==> config.mk <==
export PLATFORM = sky130hd
export DESIGN_NAME = action_attach_flat
export DESIGN_NICKNAME = d
export VERILOG_FILES = /design/src/rtl/action_attach_if.sv /design/src/rtl/action_attach.sv /design/src/flat_wrapper.sv
export SDC_FILE = /design/constraint.sdc
export NUM_CORES = 2
export LEC_CHECK = 0
export BUFFER_PORTS_ARGS = -buffer_cell sky130_fd_sc_hd__buf_2
export CAP_MARGIN = 20
export CORE_AREA = 2 2 644 646
export DETAILED_ROUTE_END_ITERATION = 12
export DIE_AREA = 0 0 646 648
export RECOVER_POWER = 25
export SLEW_MARGIN = 40
export SYNTH_ARGS = -nofsm -noshare
export SYNTH_HDL_FRONTEND = slang
export SYNTH_SLANG_ARGS = --single-unit
==> constraint.sdc <==
create_clock -name clk -period 2.9 [get_ports clk]
set_input_delay 0.145 -clock clk [delete_from_list [all_inputs] [get_ports clk]]
set_output_delay 0.145 -clock clk [all_outputs]
set_load 0.02 [all_outputs]
==> src/rtl/action_attach_if.sv <==
// ----------------------------------------------------------------------------
// action_attach_if
//   Avalon-ST beat bundle used on both sides of action_attach.
//   master : drives data/empty/valid/startofpacket/endofpacket/channel/error,
//            samples ready
//   slave  : samples the beat fields, drives ready
// ----------------------------------------------------------------------------
interface action_attach_if #(
  parameter int DATA_WIDTH    = 600,
  parameter int EMPTY_WIDTH   = $clog2(DATA_WIDTH/8),
  parameter int CHANNEL_WIDTH = 6,
  parameter int ERROR_WIDTH   = 4
);
  logic [DATA_WIDTH-1:0]    data;
  logic [EMPTY_WIDTH-1:0]   empty;
  logic                     valid;
  logic                     ready;
  logic                     startofpacket;
  logic                     endofpacket;
  logic [CHANNEL_WIDTH-1:0] channel;
  logic [ERROR_WIDTH-1:0]   error;

  modport master (
    output data, empty, valid, startofpacket, endofpacket, channel, error,
    input  ready
  );

  modport slave (
    input  data, empty, valid, startofpacket, endofpacket, channel, error,
    output ready
  );
endinterface

==> src/rtl/action_attach.sv <==
// ----------------------------------------------------------------------------
// action_attach
//   Classifies each packet from its first beat (IPv4 / VLAN+IPv4 / IPv6 /
//   VLAN+IPv6), looks the destination IP up in the forwarding table and
//   forwards the packet with stream_out_tuser = {action, pkt_type} held for
//   the whole packet.
//
// Ports
//   clk, rst_n          clock, asynchronous active-low reset
//   stream_in           Avalon-ST sink   (action_attach_if.slave)
//   stream_out          Avalon-ST source (action_attach_if.master)
//   stream_out_tuser    {action[ACTN_DATA_WIDTH-1:0], pkt_type[3:0]}
//   lkup_req_*          lookup request (valid/ready, 128-bit key, 4-bit type)
//   lkup_rsp_*          lookup response (valid, hit, action)
//   drop_count          saturating count of beats seen outside a packet
//
// Build option
//   ACTION_ATTACH_TIMEOUT_EN : when defined, a lookup that gets no response
//   within TIMEOUT_CYCLES cycles falls back to DEFAULT_ACTN and every beat of
//   that packet leaves with error[0] set. Undefined: WAIT blocks until a
//   response arrives and error passes through untouched.
// ----------------------------------------------------------------------------
module action_attach #(
  parameter int                         DATA_WIDTH      = 600,
  parameter int                         EMPTY_WIDTH     = $clog2(DATA_WIDTH/8),
  parameter int                         CHANNEL_WIDTH   = 6,
  parameter int                         ERROR_WIDTH     = 4,
  parameter int                         ACTN_DATA_WIDTH = 128,
  parameter int                         USER_WIDTH      = ACTN_DATA_WIDTH + 4,
  parameter logic [ACTN_DATA_WIDTH-1:0] DEFAULT_ACTN    = '0,
  parameter int                         TIMEOUT_CYCLES  = 256
) (
  input  logic                       clk,
  input  logic                       rst_n,
  action_attach_if.slave             stream_in,
  action_attach_if.master            stream_out,
  output logic [USER_WIDTH-1:0]      stream_out_tuser,
  output logic                       lkup_req_valid,
  input  logic                       lkup_req_ready,
  output logic [127:0]               lkup_req_key,
  output logic [3:0]                 lkup_req_type,
  input  logic                       lkup_rsp_valid,
  input  logic                       lkup_rsp_hit,
  input  logic [ACTN_DATA_WIDTH-1:0] lkup_rsp_actn,
  output logic [31:0]                drop_count
);

  typedef enum logic [2:0] {
    S_IDLE,
    S_REQ,
    S_WAIT,
    S_HEAD,
    S_BODY
  } state_t;

  state_t state_reg, state_next;

  // Head beat captured at SOP accept
  logic [DATA_WIDTH-1:0]    head_data_reg;
  logic [EMPTY_WIDTH-1:0]   head_empty_reg;
  logic                     head_eop_reg;
  logic [CHANNEL_WIDTH-1:0] head_channel_reg;
  logic [ERROR_WIDTH-1:0]   head_error_reg;
  logic                     head_valid_reg;

  logic [3:0]               type_reg;
  logic [127:0]             key_reg;
  logic [USER_WIDTH-1:0]    tuser_reg, tuser_next;
  logic [31:0]              drop_reg;

  logic                     capture_head;
  logic                     load_tuser;
  logic                     drop_beat;
  logic                     in_ready;
  logic [ERROR_WIDTH-1:0]   error_force;

  // --------------------------------------------------------------------------
  // First-beat classification and key extraction (only used on SOP in IDLE)
  // --------------------------------------------------------------------------
  logic [15:0]  outer_ethertype;
  logic [15:0]  inner_ethertype;
  logic [3:0]   sop_type;
  logic [127:0] sop_key;

  always_comb begin
    outer_ethertype = stream_in.data[DATA_WIDTH-112 +: 16];
    inner_ethertype = stream_in.data[DATA_WIDTH-144 +: 16];
    sop_type        = 4'd0;
    sop_key         = '0;
    if (outer_ethertype == 16'h0800) begin
      sop_type = 4'd1;
      sop_key  = {96'h0, stream_in.data[DATA_WIDTH-272 +: 32]};
    end else if (outer_ethertype == 16'h86DD) begin
      sop_type = 4'd3;
      sop_key  = stream_in.data[DATA_WIDTH-432 +: 128];
    end else if (outer_ethertype == 16'h8100) begin
      if (inner_ethertype == 16'h0800) begin
        sop_type = 4'd2;
        sop_key  = {96'h0, stream_in.data[DATA_WIDTH-304 +: 32]};
      end else if (inner_ethertype == 16'h86DD) begin
        sop_type = 4'd4;
        sop_key  = stream_in.data[DATA_WIDTH-464 +: 128];
      end
    end
  end

`ifdef ACTION_ATTACH_TIMEOUT_EN
  logic [15:0] wait_cnt_reg;
  logic        timeout_err_reg;
  logic        timeout_hit;
`endif

  // --------------------------------------------------------------------------
  // FSM next-state and handshake outputs
  // --------------------------------------------------------------------------
  always_comb begin
    state_next     = state_reg;
    in_ready       = 1'b0;
    stream_out.valid = 1'b0;
    lkup_req_valid = 1'b0;
    capture_head   = 1'b0;
    load_tuser     = 1'b0;
    drop_beat      = 1'b0;
    tuser_next     = tuser_reg;
`ifdef ACTION_ATTACH_TIMEOUT_EN
    timeout_hit    = 1'b0;
`endif
    case (state_reg)
      S_IDLE: begin
        in_ready = 1'b1;
        if (stream_in.valid) begin
          if (stream_in.startofpacket) begin
            capture_head = 1'b1;
            if (sop_type != 4'd0) begin
              state_next = S_REQ;
            end else begin
              // Unsupported type skips the lookup entirely
              load_tuser = 1'b1;
              tuser_next = {DEFAULT_ACTN, 4'h0};
              state_next = S_HEAD;
            end
          end else begin
            drop_beat = 1'b1;
          end
        end
      end
      S_REQ: begin
        lkup_req_valid = 1'b1;
        if (lkup_req_ready) state_next = S_WAIT;
      end
      S_WAIT: begin
        if (lkup_rsp_valid) begin
          load_tuser = 1'b1;
          tuser_next = {(lkup_rsp_hit ? lkup_rsp_actn : DEFAULT_ACTN), type_reg};
          state_next = S_HEAD;
        end
`ifdef ACTION_ATTACH_TIMEOUT_EN
        else if (wait_cnt_reg == 16'(TIMEOUT_CYCLES - 1)) begin
          load_tuser  = 1'b1;
          tuser_next  = {DEFAULT_ACTN, type_reg};
          timeout_hit = 1'b1;
          state_next  = S_HEAD;
        end
`endif
      end
      S_HEAD: begin
        stream_out.valid = head_valid_reg;
        if (head_valid_reg && stream_out.ready)
          state_next = head_eop_reg ? S_IDLE : S_BODY;
      end
      S_BODY: begin
        stream_out.valid = stream_in.valid;
        in_ready         = stream_out.ready;
        if (stream_in.valid && stream_out.ready && stream_in.endofpacket)
          state_next = S_IDLE;
      end
      default: state_next = S_IDLE;
    endcase
  end

  // The FSM already sits in IDLE during reset; ready must still read 0 then.
  assign stream_in.ready = in_ready & rst_n;

  // --------------------------------------------------------------------------
  // Output beat mux: stored head beat in HEAD, straight wires in BODY
  // --------------------------------------------------------------------------
  always_comb begin
    if (state_reg == S_BODY) begin
      stream_out.data          = stream_in.data;
      stream_out.empty         = stream_in.empty;
      stream_out.startofpacket = stream_in.startofpacket;
      stream_out.endofpacket   = stream_in.endofpacket;
      stream_out.channel       = stream_in.channel;
      stream_out.error         = stream_in.error | error_force;
    end else begin
      stream_out.data          = head_data_reg;
      stream_out.empty         = head_empty_reg;
      stream_out.startofpacket = head_valid_reg;
      stream_out.endofpacket   = head_eop_reg;
      stream_out.channel       = head_channel_reg;
      stream_out.error         = head_error_reg | error_force;
    end
  end

  assign stream_out_tuser = tuser_reg;
  assign lkup_req_key     = key_reg;
  assign lkup_req_type    = type_reg;
  assign drop_count       = drop_reg;

  // --------------------------------------------------------------------------
  // State and datapath registers
  // --------------------------------------------------------------------------
  always_ff @(posedge clk or negedge rst_n) begin
    if (!rst_n) begin
      state_reg        <= S_IDLE;
      head_data_reg    <= '0;
      head_empty_reg   <= '0;
      head_eop_reg     <= 1'b0;
      head_channel_reg <= '0;
      head_error_reg   <= '0;
      head_valid_reg   <= 1'b0;
      type_reg         <= '0;
      key_reg          <= '0;
      tuser_reg        <= '0;
      drop_reg         <= '0;
    end else begin
      state_reg <= state_next;
      if (capture_head) begin
        head_data_reg    <= stream_in.data;
        head_empty_reg   <= stream_in.empty;
        head_eop_reg     <= stream_in.endofpacket;
        head_channel_reg <= stream_in.channel;
        head_error_reg   <= stream_in.error;
        head_valid_reg   <= 1'b1;
        type_reg         <= sop_type;
        key_reg          <= sop_key;
      end else if (state_reg == S_HEAD && stream_out.ready) begin
        head_valid_reg <= 1'b0;
      end
      if (load_tuser) tuser_reg <= tuser_next;
      if (drop_beat && drop_reg != 32'hFFFF_FFFF) drop_reg <= drop_reg + 32'd1;
    end
  end

`ifdef ACTION_ATTACH_TIMEOUT_EN
  // Counts cycles spent in WAIT; restarts whenever the FSM is elsewhere so a
  // response arriving after the timeout finds the FSM outside WAIT.
  always_ff @(posedge clk or negedge rst_n) begin
    if (!rst_n) begin
      wait_cnt_reg    <= '0;
      timeout_err_reg <= 1'b0;
    end else begin
      if (state_reg == S_WAIT) wait_cnt_reg <= wait_cnt_reg + 16'd1;
      else                     wait_cnt_reg <= '0;
      if (capture_head)      timeout_err_reg <= 1'b0;
      else if (timeout_hit)  timeout_err_reg <= 1'b1;
    end
  end

  assign error_force = {{(ERROR_WIDTH-1){1'b0}}, timeout_err_reg};
`else
  assign error_force = '0;
`endif

endmodule

==> src/flat_wrapper.sv <==
// flat-port wrapper written by rule: the top's interface ports become plain ports
module action_attach_flat 
#(
  parameter int                         DATA_WIDTH      = 600,
  parameter int                         EMPTY_WIDTH     = $clog2(DATA_WIDTH/8),
  parameter int                         CHANNEL_WIDTH   = 6,
  parameter int                         ERROR_WIDTH     = 4,
  parameter int                         ACTN_DATA_WIDTH = 128,
  parameter int                         USER_WIDTH      = ACTN_DATA_WIDTH + 4,
  parameter logic [ACTN_DATA_WIDTH-1:0] DEFAULT_ACTN    = '0,
  parameter int                         TIMEOUT_CYCLES  = 256
)
  (clk, rst_n, stream_out_tuser, lkup_req_valid, lkup_req_ready, lkup_req_key, lkup_req_type, lkup_rsp_valid, lkup_rsp_hit, lkup_rsp_actn, drop_count, stream_in_data, stream_in_empty, stream_in_valid, stream_in_startofpacket, stream_in_endofpacket, stream_in_channel, stream_in_error, stream_in_ready, stream_out_data, stream_out_empty, stream_out_valid, stream_out_startofpacket, stream_out_endofpacket, stream_out_channel, stream_out_error, stream_out_ready);
  action_attach_if #(.DATA_WIDTH(DATA_WIDTH), .EMPTY_WIDTH(EMPTY_WIDTH), .CHANNEL_WIDTH(CHANNEL_WIDTH), .ERROR_WIDTH(ERROR_WIDTH)) stream_in_i ();
  action_attach_if #(.DATA_WIDTH(DATA_WIDTH), .EMPTY_WIDTH(EMPTY_WIDTH), .CHANNEL_WIDTH(CHANNEL_WIDTH), .ERROR_WIDTH(ERROR_WIDTH)) stream_out_i ();
  input  logic clk;
  input  logic rst_n;
  output logic [USER_WIDTH-1:0] stream_out_tuser;
  output logic lkup_req_valid;
  input  logic lkup_req_ready;
  output logic [127:0] lkup_req_key;
  output logic [3:0] lkup_req_type;
  input  logic lkup_rsp_valid;
  input  logic lkup_rsp_hit;
  input  logic [ACTN_DATA_WIDTH-1:0] lkup_rsp_actn;
  output logic [31:0] drop_count;
  input wire logic [$bits(stream_in_i.data)-1:0] stream_in_data;
  input wire logic [$bits(stream_in_i.empty)-1:0] stream_in_empty;
  input wire logic [$bits(stream_in_i.valid)-1:0] stream_in_valid;
  input wire logic [$bits(stream_in_i.startofpacket)-1:0] stream_in_startofpacket;
  input wire logic [$bits(stream_in_i.endofpacket)-1:0] stream_in_endofpacket;
  input wire logic [$bits(stream_in_i.channel)-1:0] stream_in_channel;
  input wire logic [$bits(stream_in_i.error)-1:0] stream_in_error;
  output wire logic [$bits(stream_in_i.ready)-1:0] stream_in_ready;
  output wire logic [$bits(stream_out_i.data)-1:0] stream_out_data;
  output wire logic [$bits(stream_out_i.empty)-1:0] stream_out_empty;
  output wire logic [$bits(stream_out_i.valid)-1:0] stream_out_valid;
  output wire logic [$bits(stream_out_i.startofpacket)-1:0] stream_out_startofpacket;
  output wire logic [$bits(stream_out_i.endofpacket)-1:0] stream_out_endofpacket;
  output wire logic [$bits(stream_out_i.channel)-1:0] stream_out_channel;
  output wire logic [$bits(stream_out_i.error)-1:0] stream_out_error;
  input wire logic [$bits(stream_out_i.ready)-1:0] stream_out_ready;
  assign stream_in_i.data = stream_in_data;
  assign stream_in_i.empty = stream_in_empty;
  assign stream_in_i.valid = stream_in_valid;
  assign stream_in_i.startofpacket = stream_in_startofpacket;
  assign stream_in_i.endofpacket = stream_in_endofpacket;
  assign stream_in_i.channel = stream_in_channel;
  assign stream_in_i.error = stream_in_error;
  assign stream_in_ready = stream_in_i.ready;
  assign stream_out_data = stream_out_i.data;
  assign stream_out_empty = stream_out_i.empty;
  assign stream_out_valid = stream_out_i.valid;
  assign stream_out_startofpacket = stream_out_i.startofpacket;
  assign stream_out_endofpacket = stream_out_i.endofpacket;
  assign stream_out_channel = stream_out_i.channel;
  assign stream_out_error = stream_out_i.error;
  assign stream_out_i.ready = stream_out_ready;
  action_attach #(.DATA_WIDTH(DATA_WIDTH), .EMPTY_WIDTH(EMPTY_WIDTH), .CHANNEL_WIDTH(CHANNEL_WIDTH), .ERROR_WIDTH(ERROR_WIDTH), .ACTN_DATA_WIDTH(ACTN_DATA_WIDTH), .USER_WIDTH(USER_WIDTH), .DEFAULT_ACTN(DEFAULT_ACTN), .TIMEOUT_CYCLES(TIMEOUT_CYCLES)) u_core (.clk(clk), .rst_n(rst_n), .stream_in(stream_in_i), .stream_out(stream_out_i), .stream_out_tuser(stream_out_tuser), .lkup_req_valid(lkup_req_valid), .lkup_req_ready(lkup_req_ready), .lkup_req_key(lkup_req_key), .lkup_req_type(lkup_req_type), .lkup_rsp_valid(lkup_rsp_valid), .lkup_rsp_hit(lkup_rsp_hit), .lkup_rsp_actn(lkup_rsp_actn), .drop_count(drop_count));
endmodule
==> flow_summary_export.csv <==
group,metric,value,unit
sta,relSlewSlack,-37.5,%
logic_synthesis,synthTopCellsByArea,"dfrtp_1, nand2_1, mux2_2",
critical_path,end_kind,"primary output",
drt,first_pass_iters,6,
die,io_pins,1672,
clock_tree,clkSlewWorstSetupHoldPaths,0.06,ns
pwr,ir_drop,0.734,mV
logic_synthesis,yosysTopAreaCell,"dfrtp_1",
logic_synthesis,ys_ff_latch,916,
drt,vias_per_cell,3.80,
status,status,"finished, violations left",
clock_tree,cts_max_level,4,
logic_synthesis,synthesis.instances,4858,
finish,largest_reg_flops,600,
logic_synthesis,synthFlopType,"dfrtp_1",
logic_synthesis,synth_edf_count,0,
place,dp_hpwl,331,mm
sta,finalCritPeriodShare,107,%
global_route,grt_pass1_vias,47991,
place,globalplace.congestion,1.04,
drt,drt_iter0_markers,5107,
die,core_area,412000,um2
place,place_ws,0.0771,ns
finish,area_growth,77.7,%
sta,hold_violations,0,
logic_synthesis,yosysMostFrequentCell,"nand2_1",
global_route,antenna_found_initial,272,
clock_tree,cts_max_path_buffers,4,
critical_path,required,2.76,ns
drt,remaining_drc_errors,0,
pwr,power_density,1080,nW/um2
sta,setup_slack,-0.198,ns
finish,final.fill_count,45421,
die,die_w,646,um
sta,drv_slew,325,
drt,wirelength,408,mm
clock_tree,cts_tree,"done",
logic_synthesis,synth-async-reset-ratio,100,%
drt,ant_nets,0,
sta,fin_skew,0.0783,ns
global_route,grt-ovfl-total,0,
status,violations,"max-capacitance violations, max-slew violations, negative setup slack",
drt,vias,50216,
worst_hold_path,worstHoldPathType,"primary input to register",
logic_synthesis,synth.avg_cell_area,9.20,um2
critical_path,cp_max_fo,16,
clock_tree,cts_buffers,135,
finish,finalNonFillerCells,13210,
logic_synthesis,synth.distinct_cells,48,
global_route,grt_pass1_wl,507,mm
sta,fmaxAchievable,323,MHz
place,io_buffers,1669,
pwr,p_leak,37.7,nW
global_route,grt_max_degree,124,
sta,worst_hold_slack,0.0878,ns
finish,fin_util,19.3,%
clock_tree,cts_root_buf,"clkbuf_16",
clock_tree,insertion_delay,0.88,ns
sta,finalSetupViolations,432,
clock_tree,cts_sinks,916,
die,fp.dieH,648,um
pwr,power.total,85.9,mW
sta,rsz0062_at_grt,"yes",
job,maxCapViolations,6,
logic_synthesis,syn_area,44700,um2
die,core.rowCount,236,
critical_path,path_class,"register to primary output",
logic_synthesis,synth.cells.most_frequent,"nand2_1, dfrtp_1, mux2_2",
die,start_util,10.8,%
finish,final_nets,8255,
sta,period_minus_slack,3.10,ns
drt,routedWlPerCell,30.9,um
logic_synthesis,synth-warning-count,0,
finish,final_layout_size_suffix_gt1_share,37.5,%
sta,tightestPinTransition,2.06,ns
place,dp_cells,11825,
logic_synthesis,ys_seq_area_share,51.3,%
global_route,grtUsageTotal,18.5,%
logic_synthesis,synth_top_area_share,51.3,%
die,dieArea,419000,um2
critical_path,startpoint_type,"register",
critical_path,worst_ep_arrival_time,2.95,ns
[what timing repair did]
| action | 4_1_cts | 5_1_grt |
|---|---|---|
| gates resized for setup | 482 | 610 |
| endpoints found under the hold margin | 1376 | 0 |
| pin swaps | 0 | 0 |
| cloned | 23 | 21 |
| hold buffers | 935 | 0 |
| endpoints found under the setup margin | 617 | 615 |
| setup buffers | 34 | 8 |
[logic make-up after synthesis]
logic type                 after synthesis  synth area share (%)
and+or+nand+nor                       2659                  23.7
DFF                                    916                  51.3
muxes                                  652                  16.3
buffers and inverters                  353                  3.21
AOI/OAI and AO/OA                      245                  4.77
xor gates and xnor gates                31                 0.608
adders and majority gates                1                0.0280
other                                    1               0.00839
[layer usage]
layer | track usage (%) | part of all wire [%] | wire, um | vias up
met5 | 0 | 0.17 | 713 | -
met4 | 9.39 | 6.6 | 27100 | 82
met3 | 8.46 | 12 | 49800 | 1013
met2 | 28.4 | 43 | 175000 | 2921
met1 | 21.5 | 38 | 155000 | 24722
li1 | - | - | - | 21478
[cells in the final DEF, fill, tap and decap left out, types with 5 or more instances in the layout]
cell           instances
mux2i_1               32
and3_1                 5
xnor2_1                5
clkbuf_2               7
nor4_1                11
o2bb2ai_1             32
bufinv_16              6
o22ai_2               90
mux2_2               397
o22ai_1               41
buf_12                95
inv_6                  8
diode_2              138
dfrtp_1              913
nand2_1             2323
o21ai_1               36
buf_6                218
and4_1                 6
clkinvlp_4             8
nor3_1                17
buf_4                116
clkbuf_16            153
nor2_1                10
clkbuf_8              31
inv_1                  7
clkbuf_1              37
dlygate4sd3_1        934
buf_2               1363
and2_1                 5
mux2_4               222
clkinv_2              15
nand3_1              206
buf_8                 50
nand4_1               46
xor2_1                26
buf_16                30
a31oi_1               33
[per-stage QoR]
stage          instance area (um2)  TNS (ns)
2_1_floorplan                44700         0
3_3_place_gp                 60500         0
3_5_place_dp                 60500         0
4_1_cts                      77000   -100.70
5_1_grt                      79200    -80.26
6_report                     79400    -25.77
[final cells by class]
cell class / instances / area (um2) / share of cell area, %
multi-input combinational: 3590 / 21200 / 26.8
tap: 5474 / 6850 / 8.63
sequential: 916 / 22900 / 28.9
antenna: 138 / 345 / 0.435
timing repair buffer: 2850 / 23600 / 29.7
clock buffer: 188 / 3910 / 4.92
clock inverter: 47 / 546 / 0.687
inverter: 7 / 26.3 / 0.0331
[final timing paths]
check / startpoint / endpoint / slack (ns) / depth (start not counted)
setup / recovery: u_core.state_reg[1]$_DFFE_PN0P_ / stream_out_data[294] / -0.20 / 7
hold / removal: lkup_rsp_hit / u_core.stream_out_tuser[64]$_DFFE_PN0P_ / 0.09 / 5
setup reg to reg: u_core.state_reg[1]$_DFFE_PN0P_ / u_core.stream_out_tuser[45]$_DFFE_PN0P_ / 0.20 / 8
hold reg to reg: u_core.head_data_reg[86]$_DFFE_PN0P_ / u_core.head_data_reg[86]$_DFFE_PN0P_ / 0.47 / 2
max in group asynchronous: rst_n / u_core.head_data_reg[546]$_DFFE_PN0P_ / 0.19 / 4
min in group asynchronous: rst_n / u_core.lkup_req_key[78]$_DFFE_PN0P_ / 0.24 / 3
[report_power, final]
| group | internal [mW] | switching, mW |
|---|---|---|
| sequential | 17.6 | 2.73 |
| combinational | 17.9 | 30.4 |
| clock | 10.0 | 7.31 |
[critical path, cell delays in order (launching register included)]
cell	delay, ns
dfrtp_2	0.43
nor2_4	0.09
and2_4	0.19
buf_4	0.16
buf_16	0.19
clkbuf_16	0.28
mux2_2	0.38
buf_2	0.18
(Power assumes the default switching activity.)
